`config.mk`:
```
export PLATFORM = sky130hd
export DESIGN_NAME = jtframe_dial_sched_flat
export DESIGN_NICKNAME = d
export VERILOG_FILES = /design/src/rtl/jtframe_dial_sched_if.sv /design/src/rtl/jtframe_dial_sched.sv /design/src/flat_wrapper.sv
export SDC_FILE = /design/constraint.sdc
export NUM_CORES = 1
export LEC_CHECK = 0
export BUFFER_PORTS_ARGS = -buffer_cell sky130_fd_sc_hd__buf_2
export CORE_MARGIN = 2
export CORE_UTILIZATION = 50
export DETAILED_ROUTE_END_ITERATION = 8
export PLACE_DENSITY = 0.73
export SETUP_SLACK_MARGIN = 0.4
export SYNTH_ARGS = -nofsm -noshare
export SYNTH_HDL_FRONTEND = slang
export SYNTH_SLANG_ARGS = --single-unit
```
`constraint.sdc`:
```
create_clock -name clk -period 4.1 [get_ports clk]
set_input_delay 0.205 -clock clk [delete_from_list [all_inputs] [get_ports clk]]
set_output_delay 0.205 -clock clk [all_outputs]
set_load 0.02 [all_outputs]
```
`src/rtl/jtframe_dial_sched_if.sv`:
```
// Player-side bus of the dial scheduler: displacement strobes in, quadrature dials and status out.
interface jtframe_dial_sched_if;
    // st1/st2 are one-cycle valids for dx1/dx2 with no ready: a strobe is accepted in every state.
    logic       st1;
    logic       st2;
    logic [7:0] dx1;
    logic [7:0] dx2;
    logic [1:0] dial_x;
    logic [1:0] dial_y;
    logic       busy;
    logic [1:0] state;

    modport master (output st1, st2, dx1, dx2, input dial_x, dial_y, busy, state);
    modport slave  (input st1, st2, dx1, dx2, output dial_x, dial_y, busy, state);
endinterface

```
`src/rtl/jtframe_dial_sched.sv`:
```
// Dial step scheduler: two saturating displacement accumulators drained one quadrature
// step per scheduling tick, round-robin between players, paced by horizontal blanking.
module jtframe_dial_sched #(
    parameter int ACCW = 8
) (
    input  logic                 clk,
    input  logic                 rst_n,
    input  logic                 LHBL,
    input  logic [1:0]           sensty,
    jtframe_dial_sched_if.slave  bus
);
    typedef enum logic [1:0] {IDLE = 2'd0, GRANT = 2'd1, STEP = 2'd2} state_t;

    // Sum width covers acc + sext(dx) +/- 1 without overflow for any ACCW >= 4
    localparam int SW = ((ACCW > 8) ? ACCW : 8) + 2;
    localparam logic signed [SW-1:0] ONE  = SW'(1);
    localparam logic signed [SW-1:0] MAXV = SW'((64'sd1 <<< (ACCW - 1)) - 64'sd1);
    localparam logic signed [SW-1:0] MINV = ~MAXV;

    state_t          state_q, state_d;
    logic            lhbl_l;
    logic [2:0]      div;
    logic [2:0]      mask;
    logic            line, tick;
    logic [ACCW-1:0] acc1, acc2;
    logic            p1, p2;
    logic            rr, sel_q, sel_d;
    logic            take1, take2;
    logic [1:0]      dial_x, dial_y;

    function automatic logic [ACCW-1:0] next_acc(input logic [ACCW-1:0] acc, input logic st,
                                                 input logic [7:0] dx, input logic take);
        logic signed [SW-1:0] s;
        s = $signed({{(SW-ACCW){acc[ACCW-1]}}, acc});
        if (st)
            s = s + $signed({{(SW-8){dx[7]}}, dx});
        // The step term follows the sign of the pre-update accumulator
        if (take)
            s = acc[ACCW-1] ? s + ONE : s - ONE;
        if (s > MAXV)
            next_acc = MAXV[ACCW-1:0];
        else if (s < MINV)
            next_acc = MINV[ACCW-1:0];
        else
            next_acc = s[ACCW-1:0];
    endfunction

    function automatic logic [1:0] quad(input logic [1:0] q, input logic fwd);
        case (q)
            2'b00:   quad = fwd ? 2'b01 : 2'b10;
            2'b01:   quad = fwd ? 2'b11 : 2'b00;
            2'b11:   quad = fwd ? 2'b10 : 2'b01;
            default: quad = fwd ? 2'b00 : 2'b11;
        endcase
    endfunction

    always_comb begin
        case (sensty)
            2'd0:    mask = 3'd0;
            2'd1:    mask = 3'd1;
            2'd2:    mask = 3'd3;
            default: mask = 3'd7;
        endcase
    end

    assign line = LHBL & ~lhbl_l;
    assign tick = line & ((div & mask) == 3'd0);
    assign p1   = acc1 != '0;
    assign p2   = acc2 != '0;

    always_comb begin
        state_d = state_q;
        sel_d   = sel_q;
        take1   = 1'b0;
        take2   = 1'b0;
        case (state_q)
            IDLE: begin
                if (tick)
                    state_d = GRANT;
            end
            GRANT: begin
                if (p1 || p2) begin
                    state_d = STEP;
                    sel_d   = (p1 && p2) ? rr : p2;
                end else begin
                    state_d = IDLE;
                end
            end
            STEP: begin
                state_d = IDLE;
                take1   = !sel_q && p1;
                take2   = sel_q && p2;
            end
            default: state_d = IDLE;
        endcase
    end

    always_ff @(posedge clk or negedge rst_n) begin
        if (!rst_n) begin
            state_q <= IDLE;
            lhbl_l  <= 1'b1;
            div     <= 3'd0;
            acc1    <= '0;
            acc2    <= '0;
            rr      <= 1'b0;
            sel_q   <= 1'b0;
            dial_x  <= 2'b00;
            dial_y  <= 2'b00;
        end else begin
            state_q <= state_d;
            sel_q   <= sel_d;
            lhbl_l  <= LHBL;
            if (line)
                div <= div + 3'd1;
            acc1 <= next_acc(acc1, bus.st1, bus.dx1, take1);
            acc2 <= next_acc(acc2, bus.st2, bus.dx2, take2);
            if (take1)
                dial_x <= quad(dial_x, ~acc1[ACCW-1]);
            if (take2)
                dial_y <= quad(dial_y, ~acc2[ACCW-1]);
            if (take1 || take2)
                rr <= ~sel_q;
        end
    end

    assign bus.dial_x = dial_x;
    assign bus.dial_y = dial_y;
    assign bus.busy   = state_q != IDLE;
    assign bus.state  = state_q;
endmodule

```
`src/flat_wrapper.sv`:
```
// flat-port wrapper written by rule: the top's interface ports become plain ports
module jtframe_dial_sched_flat 
#(
    parameter int ACCW = 8
)
  (clk, rst_n, LHBL, sensty, bus_st1, bus_st2, bus_dx1, bus_dx2, bus_dial_x, bus_dial_y, bus_busy, bus_state);
  jtframe_dial_sched_if bus_i ();
  input  logic clk;
  input  logic rst_n;
  input  logic LHBL;
  input  logic [1:0] sensty;
  input wire logic [$bits(bus_i.st1)-1:0] bus_st1;
  input wire logic [$bits(bus_i.st2)-1:0] bus_st2;
  input wire logic [$bits(bus_i.dx1)-1:0] bus_dx1;
  input wire logic [$bits(bus_i.dx2)-1:0] bus_dx2;
  output wire logic [$bits(bus_i.dial_x)-1:0] bus_dial_x;
  output wire logic [$bits(bus_i.dial_y)-1:0] bus_dial_y;
  output wire logic [$bits(bus_i.busy)-1:0] bus_busy;
  output wire logic [$bits(bus_i.state)-1:0] bus_state;
  assign bus_i.st1 = bus_st1;
  assign bus_i.st2 = bus_st2;
  assign bus_i.dx1 = bus_dx1;
  assign bus_i.dx2 = bus_dx2;
  assign bus_dial_x = bus_i.dial_x;
  assign bus_dial_y = bus_i.dial_y;
  assign bus_busy = bus_i.busy;
  assign bus_state = bus_i.state;
  jtframe_dial_sched #(.ACCW(ACCW)) u_core (.clk(clk), .rst_n(rst_n), .LHBL(LHBL), .sensty(sensty), .bus(bus_i));
endmodule
```
==> flow_summary.toml, run 1 <==
[critical_path]
critPathMaxFanout = 5
worst_setup_path_end_kind = "register"
timing.reg2reg.worst_path_depth = 14
criticalPathCategory = "reg -> reg"
worstSetupStartpointType = "register"
worst-endpoint-required_ns = 4.27
arrival_ns = 3.88

[yosys]
seq_area_frac_synth_pct = 21.8
combinational_family_with_the_most_area_after_synthesis = "compound AO/OA/AOI/OAI gates"
synth.most_common_cell = "sky130_fd_sc_hd__ha_1"
syn_avg_cell_area_sq_um = 8.62
ys.warnings.count = 0
synth_compound_gate_area_share_pct = 31.1
xor_and_xnor_area_share_after_synthesis_pct = 5.72
number_of_instances_in_the_synthesized_netlist = 373
ys.flop_type = "sky130_fd_sc_hd__dfrtp_1"
synth_enable_flop_cells = 0
synth_area_sq_um = 3210
share_of_flip_flops_with_an_asynchronous_set_or_reset_after_synthesis_pct = 100
synth_top_cells_by_count = "sky130_fd_sc_hd__ha_1 (33), sky130_fd_sc_hd__a21oi_1 (28), sky130_fd_sc_hd__dfrtp_1 (27)"
synth_nets = 433
synth_cell_type_count = 66
synth.area.mux_share_pct = 4.36
synth.top_cells.by_area = "sky130_fd_sc_hd__dfrtp_1 (21%), sky130_fd_sc_hd__ha_1 (13%), sky130_fd_sc_hd__a21oi_1 (4.4%)"
synth_fa_ha_area_share_pct = 15.3
yosysTopAreaCell = "sky130_fd_sc_hd__dfrtp_1"
yosys.area.top_type_share_pct = 21.0
register_bit_total_from_synthesis = 28
yosys.area_share.simple_pct = 18.0

[floorplan]
die_footprint_sq_um = 7090
pin_count = 30
dieWidth_um = 84.2
core_sq_um = 6280
die-height_um = 84.2
fp-row-count = 29
start_util_pct = 51.2

[clock_network]
clockBufferDepth = 2
cts_num_sinks = 28
clk_root_buffer_cell = "sky130_fd_sc_hd__clkbuf_8"
tritoncts = "built"
htree_levels = 1
clkSlewWorstSetupHoldPaths_ns = 0.09
clock_insertion_delay_worst_skew_ns = 0.27
cts_buffers = 3

[detailed_routing]
dr.first_iter.drc_count = 211
detail_route.first_pass.iterations = 5
route.final.wire_length_um = 8360
detail_route.vias_per_cell = 6.25
post_drt_wl_per_cell_um = 16.8
ant_nets = 0
post_route_drc = 0
vias = 3112

[timing]
hold_viol = 0
drv_slew = 0
slew_headroom_pct = 39.2
post-route-min-period_ns = 3.71
setup_tns_ns = 0
rsz0062_at_grt = "true"
finalClockSkew_ns = 0.000955
setup_violations = 0
worst_pin_slew_ns = 0.911
fmaxAchievable_mhz = 270
final_min_period_over_clock_period_pct = 90.5

[final_layout]
finish.net_count = 482
area_delta_synth_final_pct = 23.7
layout-drive-gt1-share_pct = 29.5
diode_count = 0

[global_route]
grt_first_pass_wirelength_um = 13100
grtUsageTotal_pct = 22.4
grt-ovfl-total = 0
grt_pass1_vias = 2835
grt_antenna_before_repair = 0
maximum_number_of_pins_on_one_net_before_global_route_repair = 29

[placement]
number_of_input_and_output_port_buffers_inserted = 29
dp_hpwl_um = 5750
gp_routability_congestion = 0.867

[worst_hold_path]
hold-path-cell-count = 1
timing.hold.worst.class = "in -> reg"

[flow_run]
timing.max_cap.violations = 0

[outcome]
run_status = "finished clean"
[worst paths after layout]
path	slack (ns)	start	to
min reg2reg	0.48	u_core.div[2]$_DFFE_PN0P_	u_core.div[2]$_DFFE_PN0P_
max	0.39	u_core.acc1[0]$_DFF_PN0_	u_core.acc1[0]$_DFF_PN0_
max reg2reg	0.39	u_core.acc1[0]$_DFF_PN0_	u_core.acc1[0]$_DFF_PN0_
max in group asynchronous	3.18	rst_n	u_core.acc2[0]$_DFF_PN0_
min in group asynchronous	0.49	rst_n	u_core.div[1]$_DFFE_PN0P_
min	0.03	LHBL	u_core.lhbl_l$_DFF_PN1_
[through the flow]
stage / hold slack [ns] / cells / worst slack [ns] / util, % / cell area [sq um]
final: 0.0304 / 498 / 0.391 / 63.3 / 3980
after global routing: 0.0141 / 498 / 0.295 / 63.3 / 3980
after CTS: 0.0235 / 485 / 0.387 / 57.4 / 3600
after detailed placement: 0.275 / 472 / 0.0905 / 54.5 / 3420
after global placement: 0.265 / 472 / 0.280 / 54.5 / 3420
after floorplan: -0.0906 / 373 / 0.535 / - / 3210
[layout make-up]
cell class | instances | area, sq um
Fill cell | 487 | 2300
Tap cell | 77 | 96.3
Multi-Input combinational cell | 318 | 2720
Inverter | 18 | 67.6
Sequential cell | 28 | 702
Timing Repair Buffer | 53 | 333
Clock buffer | 4 | 55.1
[metal layers]
metal  up-vias  wire length, um  share of wire (%)  track usage (%)
li1       1516                -                  -                -
met1      1476             3760                 45             31.5
met2       106             4090                 49             36.5
met3        14              379                4.5             2.85
met4         0              123                1.5             5.72
met5         -                0                  0                0
[sequential cells by signal (all words and copies together) (netlist names)]
| signal | count |
|---|---|
| u_core.sel_q | 1 |
| u_core.acc1 | 8 |
| u_core.rr | 1 |
| u_core.bus.dial_y | 2 |
| u_core.bus.dial_x | 2 |
| u_core.bus.state | 2 |
| u_core.acc2 | 8 |
| u_core.div | 3 |
| u_core.lhbl_l | 1 |
[critical path, stage by stage, from the launching register on]
cell and delay [ns]:
sky130_fd_sc_hd__dfrtp_1 0.42, sky130_fd_sc_hd__ha_4 0.18, sky130_fd_sc_hd__fa_2 0.42, sky130_fd_sc_hd__a21o_1 0.21
sky130_fd_sc_hd__a211oi_2 0.26, sky130_fd_sc_hd__o22ai_2 0.16, sky130_fd_sc_hd__ha_4 0.21, sky130_fd_sc_hd__or4_1 0.40
sky130_fd_sc_hd__o211ai_1 0.15, sky130_fd_sc_hd__o21ai_2 0.12, sky130_fd_sc_hd__xnor2_2 0.16, sky130_fd_sc_hd__a221oi_2 0.38
sky130_fd_sc_hd__buf_4 0.19, sky130_fd_sc_hd__a31oi_1 0.07, sky130_fd_sc_hd__a211o_1 0.27
[kinds of logic after synthesis]
| kind of cell | after synthesis |
|---|---|
| AO/OA/AOI/OAI | 139 |
| AND/OR/NAND/NOR | 108 |
| flip-flops | 28 |
| adder cells (fa/ha/maj) | 37 |
| buffers and inverters | 27 |
| XOR/XNOR | 21 |
| multiplexers | 13 |
[cells in the final DEF (no fill, tap or decap), types with 8 or more instances in the layout]
master,count
sky130_fd_sc_hd__a21o_1,10
sky130_fd_sc_hd__a21oi_1,23
sky130_fd_sc_hd__buf_2,30
sky130_fd_sc_hd__buf_4,20
sky130_fd_sc_hd__dfrtp_1,27
sky130_fd_sc_hd__ha_1,22
sky130_fd_sc_hd__inv_1,17
sky130_fd_sc_hd__nand2_1,17
sky130_fd_sc_hd__nand2b_1,9
sky130_fd_sc_hd__nand3_1,8
sky130_fd_sc_hd__nor2_1,25
sky130_fd_sc_hd__nor3_1,9
sky130_fd_sc_hd__o21a_1,9
sky130_fd_sc_hd__o21ai_0,22
sky130_fd_sc_hd__xnor2_1,13
[timing repair]
action	4_1_cts	5_1_grt
endpoints found under the setup margin	14	14
cloned	1	0
hold buffers	1	0
pin swaps	6	21
buffers inserted	7	13
gates resized for setup	14	51
endpoints found under the hold margin	27	0
Power of run 1 is left out: the tool's default activity adds up to more than one toggle a clock period on the data nets, which glitch-free logic cannot reach.
==> run 2: changes to the inputs <==
- ABC_AREA: unset -> 1
==> run 2 against run 1 <==
  * Fmax is 15% higher
  * Sequential share of layout area rose by 3.1 points
  * Synthesized cell count increased by 27%
==> flow_summary.toml, run 2 <==
[outcome]
run_status = "finished clean"

[yosys]
register_bit_total_from_synthesis = 28
xor_and_xnor_area_share_after_synthesis_pct = 4.78
syn_avg_cell_area_sq_um = 6.55
yosys.area.top_type_share_pct = 21.7
yosys.area_share.simple_pct = 37.4
share_of_flip_flops_with_an_asynchronous_set_or_reset_after_synthesis_pct = 100
synth_fa_ha_area_share_pct = 15.8
synth_compound_gate_area_share_pct = 10.5
synth_top_cells_by_count = "sky130_fd_sc_hd__nand2_1 (161), sky130_fd_sc_hd__inv_1 (56), sky130_fd_sc_hd__nand3_1 (42)"
synth.top_cells.by_area = "sky130_fd_sc_hd__dfrtp_1 (22%), sky130_fd_sc_hd__nand2_1 (19%), sky130_fd_sc_hd__ha_1 (13%)"
seq_area_frac_synth_pct = 22.6
synth_cell_type_count = 36
synth_nets = 535
ys.flop_type = "sky130_fd_sc_hd__dfrtp_1"
number_of_instances_in_the_synthesized_netlist = 475
synth.most_common_cell = "sky130_fd_sc_hd__nand2_1"
synth.area.mux_share_pct = 0.322
ys.warnings.count = 0
combinational_family_with_the_most_area_after_synthesis = "simple AND/OR/NAND/NOR gates"
synth_enable_flop_cells = 0
yosysTopAreaCell = "sky130_fd_sc_hd__dfrtp_1"
synth_area_sq_um = 3110

[detailed_routing]
detail_route.first_pass.iterations = 4
maxUsedRoutingLayer = "met4"
vias = 2885
ant_nets = 0
detail_route.vias_per_cell = 4.97
post_drt_wl_per_cell_um = 11.2
route.final.wire_length_um = 6520
dr_wl_met2_um = 2720
detail_route.wirelength.met1_um = 3560
route.met3.wl_um = 204
post_route_drc = 0
dr.first_iter.drc_count = 145

[critical_path]
worst_path_max_delay_cell = "sky130_fd_sc_hd__dfrtp_1"
r2r_slack_ns = 0.87
worst-endpoint-required_ns = 4.27
timing.critical_path.cells = "ha_1 -> fa_1 -> nand2_1 -> nand2_1 -> nand3_1 -> nand2_1 -> or2_2 -> nand3_1 -> nand2_1 -> ha_1 -> inv_1 -> o21ai_0 -> a21oi_1 -> nand3_1 -> nand2_1 -> nand3_1 -> nand2_1 -> nand2_4 -> nand2_1 -> nand2_1"
critPathMaxStageDelay_ns = 0.41
critPathMaxFanout = 7
worst_setup_path_end_kind = "register"
arrival_ns = 3.41
critPathTopFamily = "simple AND/OR/NAND/NOR gates"
criticalPathCategory = "reg -> reg"
timing.reg2reg.worst_path_depth = 20
critical_path.reg2reg.startpoint = "u_core.acc2[0]$_DFF_PN0_"
worst-path-buf-inv = 1
worstSetupStartpointType = "register"
endpoint_of_the_worst_register_to_register_path = "u_core.acc2[1]$_DFF_PN0_"
critical_path.most_common_cell = "sky130_fd_sc_hd__nand2_1"

[final_layout]
diode_count = 0
layout-drive-gt1-share_pct = 12.9
filler_cell_count = 553
layout.cells.most_common_list = "sky130_fd_sc_hd__nand2_1 (161), sky130_fd_sc_hd__inv_1 (56), sky130_fd_sc_hd__nand3_1 (42), sky130_fd_sc_hd__ha_1 (33), sky130_fd_sc_hd__nor2_1 (30)"
area_delta_synth_final_pct = 8.85
top_regs = "u_core.acc1: 8 flops, u_core.acc2: 8 flops, u_core.div: 3 flops"
finish.net_count = 566
final_design_area_no_fill_sq_um = 3390
mostFrequentLayoutCell = "sky130_fd_sc_hd__nand2_1"

[timing]
slew_headroom_pct = 59.1
final_min_period_over_clock_period_pct = 78.8
postLayoutSetupSlackWorst_ns = 0.869
fmaxAchievable_mhz = 310
setup_violations = 0
worst_pin_slew_ns = 0.607
hold_viol = 0
setup_tns_ns = 0
rsz0062_at_grt = "false"
drv_slew = 0
post-route-min-period_ns = 3.23
finalClockSkew_ns = 0.00546

[clock_network]
cts_buffers = 3
clk_root_buffer_cell = "sky130_fd_sc_hd__clkbuf_8"
postCtsSetupBuffers = 0
tritoncts = "built"
clockBufferDepth = 2
cts_num_sinks = 28
clock_insertion_delay_worst_skew_ns = 0.28
htree_levels = 1
clkSlewWorstSetupHoldPaths_ns = 0.10

[floorplan]
core_sq_um = 5960
dieWidth_um = 82.9
die_footprint_sq_um = 6870
start_util_pct = 52.2
die-height_um = 82.9
fp-row-count = 28
pin_count = 30

[global_route]
grtUsageTotal_pct = 19.7
grt_pass1_vias = 2690
grt_first_pass_wirelength_um = 11800
grt-ovfl-total = 0
grt_antenna_before_repair = 0
maximum_number_of_pins_on_one_net_before_global_route_repair = 29

[pwr]
peakVddDrop_v = 0.000354
power_leakage_uw = 0.00189
report.power.total_uw = 3070
powerDensity_nw_per_um2 = 905

[worst_hold_path]
timing.hold.worst.class = "in -> reg"
hold_path_startpoint = "LHBL"
hold-path-cell-count = 1
min_delay_worst_endpoint = "u_core.lhbl_l$_DFF_PN1_"

[placement]
gp_routability_congestion = 0.899
dp_hpwl_um = 5450
dp_slack_ns = 0.886
number_of_input_and_output_port_buffers_inserted = 29
placed_cell_area_sq_um = 3330

[flow_run]
timing.max_cap.violations = 0
run 2: worst reg2reg max path: cells and delay by family (launching register included):
family,cells,cell delay [ns]
AO/OA/AOI/OAI,2,0.31
adder cells (fa/ha/maj),3,0.92
buffers and inverters,1,0.10
flip-flops,1,0.41
AND/OR/NAND/NOR,14,1.40
run 2: worst max-delay path by stage:
stage | cells after the start | from | end | slack [ns]
floorplan | 20 | u_core.acc2[0]$_DFF_PN0_ | u_core.acc2[0]$_DFF_PN0_ | 1.23
finish | 20 | u_core.acc2[0]$_DFF_PN0_ | u_core.acc2[1]$_DFF_PN0_ | 0.87
CTS | 20 | u_core.acc2[0]$_DFF_PN0_ | u_core.acc2[1]$_DFF_PN0_ | 0.88
detailed placement | 20 | u_core.acc2[0]$_DFF_PN0_ | u_core.acc2[1]$_DFF_PN0_ | 0.89
global placement | 19 | u_core.acc2[0]$_DFF_PN0_ | u_core.acc2[2]$_DFF_PN0_ | 0.95
global route | 20 | u_core.acc2[0]$_DFF_PN0_ | u_core.acc2[4]$_DFF_PN0_ | 0.59
run 2: layout make-up:
cell class | instances | area, sq um | area share, %
clock buffer | 4 | 45.0 | 1.33
inverter | 66 | 250 | 7.39
multi-input combinational | 377 | 2140 | 63.2
sequential | 28 | 702 | 20.7
tap | 75 | 93.8 | 2.77
timing repair buffer | 30 | 155 | 4.58
run 2: where the power goes:
part | leakage (uW) | internal, uW | total [uW] | switching [uW]
Combinational | 0.00153 | 899 | 2370 | 1480
Sequential | 0.000334 | 411 | 534 | 124
Clock | 0.0000228 | 69.8 | 158 | 88.0
Total | 0.00189 | 1380 | 3070 | 1690
run 2: cell families (layout without fill, tap and decap cells):
kind of cell,count (synthesis),count (layout)
flops,28,28
fa+ha+maj,37,37
xor+xnor,17,17
simple gates,263,263
buf+inv,70,100
mux,1,1
compound gates,59,59
run 2: what timing repair did:
item	CTS	global route
resized for setup	0	0
hold buffers	1	0
endpoints found under the hold margin	27	0
run 2: metrics by stage:
| step | util, % | hold WS [ns] | instances |
|---|---|---|---|
| detailed placement | 55.9 | 0.245 | 575 |
| global placement | 55.9 | 0.251 | 575 |
| finish | 56.9 | 0.0329 | 580 |
| global route | 56.9 | 0.0242 | 580 |
| floorplan | - | -0.0906 | 475 |
| CTS | 56.9 | 0.0327 | 580 |
run 2: per-layer routing:
layer | up-vias | GRT usage, %
met1 | 1244 | 30.0
met4 | 0 | 2.53
met3 | 5 | 1.69
met2 | 43 | 31.3
li1 | 1593 | -
met5 | - | 0
(Power assumes the default switching activity.)
==> run 3: changes to the inputs <==
- clock period: 4.1 -> 3.2 ns (I/O delays scaled with it)
==> run 3 against run 2 <==
  * Non-clock buffer count is 18 higher
  * Final area up 20%
  * Sequential cell count did not move
  * Via count increased by 13%
  * Critical path depth fell by 1
  * Utilization up 12 points
  * Critical path type unchanged
  * Register-to-register slack lost 0.66 ns
  * Wire length rose by 30%
  * Die area unchanged
  * Largest cell class unchanged
  * Critical endpoint is now u_core.acc2[4]$_DFF_PN0_
==> flow_summary.toml, run 3 (synthesized netlist as in run 2, its figures left out) <==
[timing]
slew_headroom_pct = 56.6
fmaxAchievable_mhz = 335
drv_slew = 0
post-route-min-period_ns = 2.99
final_min_period_over_clock_period_pct = 93.4
setup_violations = 0
rsz0062_at_grt = "true"
worst_pin_slew_ns = 0.650
finalClockSkew_ns = 0.00446
setup_tns_ns = 0
hold_viol = 0
postLayoutSetupSlackWorst_ns = 0.212
hold_ws_ns = 0.161

[critical_path]
critical_path.reg2reg.startpoint = "u_core.acc2[0]$_DFF_PN0_"
criticalPathCategory = "reg -> reg"
worst-path-buf-inv = 2
critPathMaxStageDelay_ns = 0.42
worst-endpoint-required_ns = 3.38
r2r_slack_ns = 0.21
critical_path.most_common_cell = "sky130_fd_sc_hd__nand2_2"
cp-startpoint = "u_core.acc2[0]$_DFF_PN0_"
worstSetupStartpointType = "register"
critPathMaxFanout = 7
critical_path_destination = "u_core.acc2[4]$_DFF_PN0_"
endpoint_of_the_worst_register_to_register_path = "u_core.acc2[4]$_DFF_PN0_"
arrival_ns = 3.16
worst_setup_path_end_kind = "register"
timing.reg2reg.worst_path_depth = 19
worst_path_max_delay_cell = "sky130_fd_sc_hd__dfrtp_1"
crit_cells = 19
timing.critical_path.cells = "ha_4 -> fa_2 -> nand2_2 -> nand2_2 -> nand3_2 -> nand2_2 -> or2_4 -> nand3_4 -> nand2_2 -> ha_4 -> inv_4 -> o21ai_4 -> a21oi_2 -> nand3_2 -> nand2_1 -> nand3_2 -> buf_4 -> nand3_4 -> nand2_1"
critPathTopFamily = "simple AND/OR/NAND/NOR gates"

[final_layout]
top_regs = "u_core.acc1: 8 flops, u_core.acc2: 8 flops, u_core.div: 3 flops"
area_delta_synth_final_pct = 30.9
mostFrequentLayoutCell = "sky130_fd_sc_hd__nand2_1"
diode_count = 0
final_design_area_no_fill_sq_um = 4070
layout-drive-gt1-share_pct = 33.7
finish.net_count = 584
layout.cells.most_common_list = "sky130_fd_sc_hd__nand2_1 (128), sky130_fd_sc_hd__inv_1 (51), sky130_fd_sc_hd__nand2_2 (29), sky130_fd_sc_hd__buf_2 (29), sky130_fd_sc_hd__nand3_1 (28)"

[global_route]
grtUsageTotal_pct = 23.3
grt_pass1_vias = 2978
grt_first_pass_wirelength_um = 13500
grt-ovfl-total = 0
grt_antenna_before_repair = 0
maximum_number_of_pins_on_one_net_before_global_route_repair = 29

[clock_network]
clock_insertion_delay_worst_skew_ns = 0.28
cts_buffers = 3
clkSlewWorstSetupHoldPaths_ns = 0.10
clk_root_buffer_cell = "sky130_fd_sc_hd__clkbuf_8"
clockBufferDepth = 2
cts_num_sinks = 28
tritoncts = "built"
htree_levels = 1

[detailed_routing]
post_route_drc = 0
dr.first_iter.drc_count = 183
detail_route.vias_per_cell = 5.46
route.final.wire_length_um = 8470
detail_route.first_pass.iterations = 4
post_drt_wl_per_cell_um = 14.2
ant_nets = 0
vias = 3268

[floorplan]
core_sq_um = 5960
start_util_pct = 52.2
die-height_um = 82.9
dieWidth_um = 82.9
die_footprint_sq_um = 6870
fp-row-count = 28
pin_count = 30

[flow_run]
timing.max_cap.violations = 0

[outcome]
run_status = "finished clean"

[placement]
number_of_input_and_output_port_buffers_inserted = 29
dp_hpwl_um = 5860
placed_cell_area_sq_um = 3350
gp_routability_congestion = 0.997
dp_slack_ns = 0.0900

[worst_hold_path]
timing.hold.worst.class = "in -> reg"
-- run 3: final cells by class --
| cell class | instances | area, sq um |
|---|---|---|
| clock buffer | 4 | 55.1 |
| inverter | 66 | 255 |
| timing repair buffer | 48 | 293 |
| tap | 75 | 93.8 |
| multi-input combinational | 377 | 2670 |
| sequential | 28 | 702 |
| fill | 483 | 1880 |
-- run 3: layer usage --
| layer | vias up | part of all wire, % | track usage, % |
|---|---|---|---|
| li1 | 1631 | - | - |
| met1 | 1532 | 46 | 33.1 |
| met2 | 93 | 48 | 37.8 |
| met3 | 12 | 4.8 | 3.48 |
| met4 | 0 | 0.92 | 4.77 |
| met5 | - | 0 | 0 |
-- run 3: how the worst min path moves through the flow --
stage,startpoint,endpoint,slack [ns],depth (start not counted)
2_1_floorplan,rst_n,u_core.acc1[0]$_DFF_PN0_,-0.14,0
3_3_place_gp,rst_n,u_core.acc2[6]$_DFF_PN0_,0.22,1
3_5_place_dp,rst_n,u_core.acc2[6]$_DFF_PN0_,0.23,1
4_1_cts,sensty[1],u_core.bus.state[0]$_DFFE_PN0P_,0.16,4
5_1_grt,sensty[1],u_core.bus.state[0]$_DFFE_PN0P_,0.17,4
6_report,sensty[1],u_core.bus.state[0]$_DFFE_PN0P_,0.16,4
-- run 3: per-stage QoR --
stage | utilization [%] | cells
2_1_floorplan | - | 475
3_3_place_gp | 56.3 | 575
3_5_place_dp | 56.3 | 575
4_1_cts | 61.6 | 589
5_1_grt | 68.4 | 598
6_report | 68.4 | 598
-- run 3: what timing repair did --
action,4_1_cts,5_1_grt
hold buffers,2,0
setup endpoints to repair,16,16
pin swaps,36,38
endpoints found under the hold margin,28,0
setup buffers,8,9
resized for setup,50,71
-- run 3: worst register-to-register path, cell delays in order (launching register included) --
cell                      delay (ns)
sky130_fd_sc_hd__dfrtp_1        0.42
sky130_fd_sc_hd__ha_4           0.17
sky130_fd_sc_hd__fa_2           0.34
sky130_fd_sc_hd__nand2_2        0.09
sky130_fd_sc_hd__nand2_2        0.08
sky130_fd_sc_hd__nand3_2        0.08
sky130_fd_sc_hd__nand2_2        0.06
sky130_fd_sc_hd__or2_4          0.24
sky130_fd_sc_hd__nand3_4        0.07
sky130_fd_sc_hd__nand2_2        0.07
sky130_fd_sc_hd__ha_4           0.25
sky130_fd_sc_hd__inv_4          0.07
sky130_fd_sc_hd__o21ai_4        0.06
sky130_fd_sc_hd__a21oi_2        0.21
sky130_fd_sc_hd__nand3_2        0.09
sky130_fd_sc_hd__nand2_1        0.10
sky130_fd_sc_hd__nand3_2        0.12
sky130_fd_sc_hd__buf_4          0.18
sky130_fd_sc_hd__nand3_4        0.11
sky130_fd_sc_hd__nand2_1        0.08
Power of run 3 is left out for the same reason.
